File: config.mk
export PLATFORM = sky130hd
export DESIGN_NAME = spi_txn_fsm
export DESIGN_NICKNAME = d
export VERILOG_FILES = /design/src/rtl/spi_pkg.sv /design/src/rtl/spi_bit_counter.sv /design/src/rtl/spi_txn_fsm.sv
export SDC_FILE = /design/constraint.sdc
export NUM_CORES = 1
export LEC_CHECK = 0
export ABC_AREA = 0
export ABC_CLOCK_PERIOD_IN_PS = 5600
export CAP_MARGIN = 20
export CORE_AREA = 2 2 39 41
export CTS_BUF_LIST = sky130_fd_sc_hd__clkbuf_16
export CTS_CLUSTER_DIAMETER = 40
export DETAILED_ROUTE_END_ITERATION = 7
export DIE_AREA = 0 0 41 43
export HOLD_SLACK_MARGIN = 0.12
export MAX_ROUTING_LAYER = met4
export PLACE_DENSITY = 0.67
export SLEW_MARGIN = 40
export SYNTH_ARGS = -nofsm -noshare
export SYNTH_HDL_FRONTEND = slang
export SYNTH_SLANG_ARGS = --single-unit
export TNS_END_PERCENT = 10
File: constraint.sdc
create_clock -name clk -period 5.6 [get_ports clk]
set_clock_uncertainty 0.15 [all_clocks]
set_input_delay 0.56 -clock clk [delete_from_list [all_inputs] [get_ports clk]]
set_output_delay 0.56 -clock clk [all_outputs]
set_load 0.02 [all_outputs]
File: src/rtl/spi_pkg.sv
// rtl/spi_pkg.sv - shared types and defaults for the SPI transaction sequencer
package spi_pkg;

    localparam int ADDR_BITS_DEF = 7;
    localparam int DATA_BITS_DEF = 8;
    localparam logic RW_READ = 1'b1;

    typedef enum logic [2:0] {
        ST_IDLE,
        ST_GET_ADDR,
        ST_LATCH_ADDR,
        ST_READ_LOAD,
        ST_READ_SHIFT,
        ST_WRITE_SHIFT,
        ST_WRITE_COMMIT,
        ST_DONE
    } state_e;

    function automatic int max2(input int a, input int b);
        return (a > b) ? a : b;
    endfunction

endpackage

File: src/rtl/spi_bit_counter.sv
// rtl/spi_bit_counter.sv - SCLK edge counter with clear, increment and terminal-count compare
module spi_bit_counter #(
    parameter int W = 4
) (
    input  logic         clk,
    input  logic         rst_n,
    input  logic         clr_i,
    input  logic         inc_i,
    input  logic [W-1:0] term_i,
    output logic         tc_o
);

    logic [W-1:0] cnt_q;
    logic [W-1:0] cnt_d;

    always_comb begin
        cnt_d = cnt_q;
        if (clr_i) begin
            cnt_d = '0;
        end else if (inc_i) begin
            cnt_d = cnt_q + 1'b1;
        end
    end

    always_ff @(posedge clk or negedge rst_n) begin
        if (!rst_n) begin
            cnt_q <= '0;
        end else begin
            cnt_q <= cnt_d;
        end
    end

    assign tc_o = (cnt_q == term_i);

endmodule

File: src/rtl/spi_txn_fsm.sv
// rtl/spi_txn_fsm.sv - SPI slave transaction sequencer (address, rw bit, data phase)
// Optional sticky error flag when SPI_TXN_FSM_ERR_EN is defined.
module spi_txn_fsm
    import spi_pkg::*;
#(
    parameter int ADDR_BITS = ADDR_BITS_DEF,
    parameter int DATA_BITS = DATA_BITS_DEF
) (
    input  logic                 clk,
    input  logic                 rst_n,
    input  logic                 cs_n,
    input  logic                 sclk_rise,
    input  logic [DATA_BITS-1:0] shift_q,
    output logic                 addr_we,
    output logic                 sr_load,
    output logic                 dm_we,
    output logic                 miso_en,
    output logic                 busy
`ifdef SPI_TXN_FSM_ERR_EN
    ,
    output logic                 err
`endif
);

    localparam int CNT_W = $clog2(max2(ADDR_BITS + 1, DATA_BITS) + 1);
    localparam logic [CNT_W-1:0] ADDR_TC = CNT_W'(ADDR_BITS);
    localparam logic [CNT_W-1:0] DATA_TC = CNT_W'(DATA_BITS - 1);

    state_e state_q;
    state_e state_d;
    logic   cnt_clr;
    logic   cnt_inc;
    logic   cnt_tc;
    logic [CNT_W-1:0] cnt_term;

    // Upper bits feed the external address latch; only the rw bit is decoded here.
    logic unused_shift;
    assign unused_shift = ^shift_q[DATA_BITS-1:1];

    assign cnt_term = (state_q == ST_GET_ADDR) ? ADDR_TC : DATA_TC;

    spi_bit_counter #(.W(CNT_W)) u_bit_counter (
        .clk    (clk),
        .rst_n  (rst_n),
        .clr_i  (cnt_clr),
        .inc_i  (cnt_inc),
        .term_i (cnt_term),
        .tc_o   (cnt_tc)
    );

    always_comb begin
        state_d = state_q;
        cnt_clr = 1'b0;
        cnt_inc = 1'b0;
        addr_we = 1'b0;
        sr_load = 1'b0;
        dm_we   = 1'b0;
        miso_en = 1'b0;
        busy    = (state_q != ST_IDLE);
        case (state_q)
            ST_IDLE: begin
                if (!cs_n) begin
                    state_d = ST_GET_ADDR;
                    cnt_clr = 1'b1;
                end
            end
            ST_GET_ADDR: begin
                if (cs_n) begin
                    state_d = ST_IDLE;
                end else if (sclk_rise) begin
                    if (cnt_tc) state_d = ST_LATCH_ADDR;
                    else        cnt_inc = 1'b1;
                end
            end
            ST_LATCH_ADDR: begin
                addr_we = 1'b1;
                cnt_clr = 1'b1;
                if (cs_n)                      state_d = ST_IDLE;
                else if (shift_q[0] == RW_READ) state_d = ST_READ_LOAD;
                else                           state_d = ST_WRITE_SHIFT;
            end
            ST_READ_LOAD: begin
                sr_load = 1'b1;
                state_d = cs_n ? ST_IDLE : ST_READ_SHIFT;
            end
            ST_READ_SHIFT: begin
                miso_en = 1'b1;
                if (cs_n) begin
                    state_d = ST_IDLE;
                end else if (sclk_rise) begin
                    if (cnt_tc) state_d = ST_DONE;
                    else        cnt_inc = 1'b1;
                end
            end
            ST_WRITE_SHIFT: begin
                if (cs_n) begin
                    state_d = ST_IDLE;
                end else if (sclk_rise) begin
                    if (cnt_tc) state_d = ST_WRITE_COMMIT;
                    else        cnt_inc = 1'b1;
                end
            end
            ST_WRITE_COMMIT: begin
                dm_we   = 1'b1;
                state_d = cs_n ? ST_IDLE : ST_DONE;
            end
            ST_DONE: begin
                if (cs_n) state_d = ST_IDLE;
            end
            default: state_d = ST_IDLE;
        endcase
    end

    always_ff @(posedge clk or negedge rst_n) begin
        if (!rst_n) begin
            state_q <= ST_IDLE;
        end else begin
            state_q <= state_d;
        end
    end

`ifdef SPI_TXN_FSM_ERR_EN
    logic err_q;
    logic abort_ev;
    logic ignored_ev;

    // Deselect after DONE is normal completion, not an abort.
    assign abort_ev   = cs_n && (state_q != ST_IDLE) && (state_q != ST_DONE);
    assign ignored_ev = sclk_rise && ((state_q == ST_LATCH_ADDR) ||
                                      (state_q == ST_READ_LOAD)  ||
                                      (state_q == ST_WRITE_COMMIT));

    always_ff @(posedge clk or negedge rst_n) begin
        if (!rst_n) begin
            err_q <= 1'b0;
        end else if ((state_q == ST_IDLE) && !cs_n) begin
            err_q <= 1'b0;
        end else if (abort_ev || ignored_ev) begin
            err_q <= 1'b1;
        end
    end

    assign err = err_q;
`endif

endmodule

==> results by group <==
Synth
  • Post-Synthesis Mean Instance Area: slightly above 9 µm²
  • Syn_nets: between 60 and 70
  • Post-synth ARST share: 100%
  • Syn Inst Count: 48
  • Primary FF master, synth: dfrtp_1
  • EDFF count, synth: 0
  • Synth warn: 0
  • Count of cell types in the netlist: 23
  • Sequential area share after synthesis: about two fifths
  • Cell Area, Synth: around 440 µm²
  • Number of synthesized register bits: 7

Worst setup path
  • CP cell instances: inv_1, nor3_1, clkdlybuf4s50_1
  • R2r startpoint: u_bit_counter.cnt_q[0]
  • Critical Path RT: ~4.9 ns
  • Critical Path AT: ~1.6 ns
  • Worst reg2reg path endpoint: u_bit_counter.cnt_q[3]
  • Crit. End Element: primary output
  • Top delay family on crit path: buffers and inverters
  • Cell count along the critical path: 3
  • WP buf/inv: 2
  • R2R Setup Slk: between 3 and 4 ns
  • Worst-path maximum fanout: 7
  • Worst setup path class: flop to primary output
  • Slowest library cell on the worst path: clkdlybuf4s50_1
  • CP max stage delay: 0.62 ns
  • Crit start category: flop
  • Setup crit start: state_q[1]
  • Worst R2R Path Depth: 5

GRT
  • Gr ovfl total: 0
  • Met2 usage: around 15%
  • GRT met3 Usage: between 3 and 4%
  • Met1 Track Usage GR: 17.1%
  • Total track usage: 12.7%
  • Largest net degree at the start of global routing: 10
  • Gr busiest metal: met1
  • Initial antenna violation count: 0
  • Number of global-route vias before repair: between 300 and 400
  • First-pass GRT wire length: between 1000 and 1500 µm

STA
  • Fin crit period: 2.33 ns
  • Setup violators final: 0
  • Worst-Margin Slew: a little under 0.6 ns
  • TNS Setup: 0 ns
  • Crit share post-route: between 40% and 50%
  • Pins Over Slew Limit: 0
  • RSZ-0062 raised after global routing: false
  • Fmax: 429 MHz
  • Final Hold Viols: 0
  • Relative slew slack: between 60% and 70%

Clocking
  • CTS Hold Buffers Added: 0
  • Clock Latency Late Sink: 0.23 ns
  • CTS resizes: 0
  • Number of CTS-inserted buffers: 3
  • H-tree levels: 1
  • Clock buffer depth: 2
  • CTS clock-pin slew for the worst setup and hold paths: 0.03 ns
  • Post-CTS Setup Bufs: 0
  • CTS root buffer: clkbuf_16
  • Sink Count: 7
  • CTS tree: yes

Final layout
  • Final nets: 74
  • Multi-input logic area: roughly 250 µm²
  • Reg area: around 180 µm²
  • Most frequent cells in the layout: clkdlybuf4s50_1, dfrtp_1, nor2_1
  • Core Util, Final: 44.8%
  • Diodes inserted: 0
  • Synthesis-to-finish area growth: 42.2%
  • Layout cells sized above 1: between 10% and 20%
  • Final std cells w/o fill: 76
  • Fill count: 136
  • Commonest non-fill, non-tap cell in the layout: clkdlybuf4s50_1

Route
  • Iteration-0 DRC Markers: 2
  • ANT nets after route: 0
  • Drt drc: 0
  • Final wirelength: 822 µm
  • Via-per-instance ratio: approximately 5
  • Drt wl/cell: 10.8 µm
  • Via count: about 380
  • Drt pass-1 iters: 4

Run status
  • Status: finished clean

Die
  • Std-Cell Rows: 14
  • Initial Utilization: a little under a third
  • Io pins: 17
  • Core ar.: 0.00138 mm²
  • Die ar.: between 0.0015 and 0.002 mm²
  • Die width: 41 µm
  • Die Y: roughly 43 µm

Min path
  • Hold Path Cell Cnt: 1
  • Hold wc startpoint: u_bit_counter.cnt_q[3]
  • Hold Crit Endpoint: u_bit_counter.cnt_q[3]
  • Min-delay worst type: flop to flop

Pwr
  • Total Power: around 0.19 mW
  • PD cells: 303 mW/mm²
  • Max VDD drop: 0.000182 V
  • Leakage Power: 0.271 nW

Placed design
  • DP Cell Count: between 70 and 80
  • Gp weighted congestion: ~0.67
  • Hpwl dp: approximately 630 µm
  • I/O Buffers: 9

Run
  • Max Cap Viol: 0
worst register-to-register path: stages (launching register included):
cell and delay (ns):
dfrtp_1 0.39, ha_1 0.23, and3b_1 0.23, or4_4 0.53
nor2_2 0.13, mux2i_1 0.21
worst max path at each step:
stage,endpoint
floorplan,u_bit_counter.cnt_q[3]
global placement,state_q[1]
detailed placement,state_q[1]
CTS,addr_we
global route,addr_we
finish,addr_we
where the power goes:
part	internal (mW)	leakage, nW	total [mW]	switching [mW]
sequential	0.0534	0.0943	0.0561	0.00268
clock	0.0926	0.0423	0.117	0.0246
combinational	0.00719	0.135	0.0142	0.00700
state kept, by name (all words and copies together) (netlist names):
register / count
state_q: 3
u_bit_counter.cnt_q: 4
Yosys cell counts (2+ instances only):
master | n | share of area [%]
nor3_1 | 5 | 5.7
nor2_2 | 2 | 2.9
nand2_1 | 4 | 3.4
nor2_1 | 6 | 5.2
nand3_1 | 2 | 2.3
mux2i_1 | 2 | 4.6
nand2b_1 | 3 | 4.3
dfrtp_1 | 7 | 40
a21oi_1 | 3 | 3.4
layer usage:
layer  wire (µm)  vias to the layer above
met5           0                        -
met2         413                        5
met1         380                      171
li1            -                      198
met4           8                        0
met3          20                        2
logic make-up (layout without fill, tap and decap cells):
family,after synthesis,after routing,synth area share (%)
and+or+nand+nor,27,27,35.3
adders and majority gates,1,1,2.87
DFF,7,7,40.2
xor gates and xnor gates,1,1,2.01
AOI/OAI and AO/OA,8,8,12.9
muxes,2,2,4.60
buffers and inverters,2,14,2.01
stage by stage:
step	setup slack (ns)	hold WS, ns	instance area, µm²
CTS	3.26	0.363	619
floorplan	3.76	0.114	435
global placement	3.29	0.333	541
detailed placement	3.28	0.358	541
finish	3.27	0.365	619
global route	3.16	0.408	619
layout make-up:
type / count / share of cell area, %
sequential: 7 / 28.3
clock inverter: 1 / 0.606
multi-input combinational: 39 / 40.6
timing repair buffer: 9 / 14.5
inverter: 1 / 0.606
clock buffer: 3 / 12.1
tap: 16 / 3.23
Power figures use the tool's default switching activity.
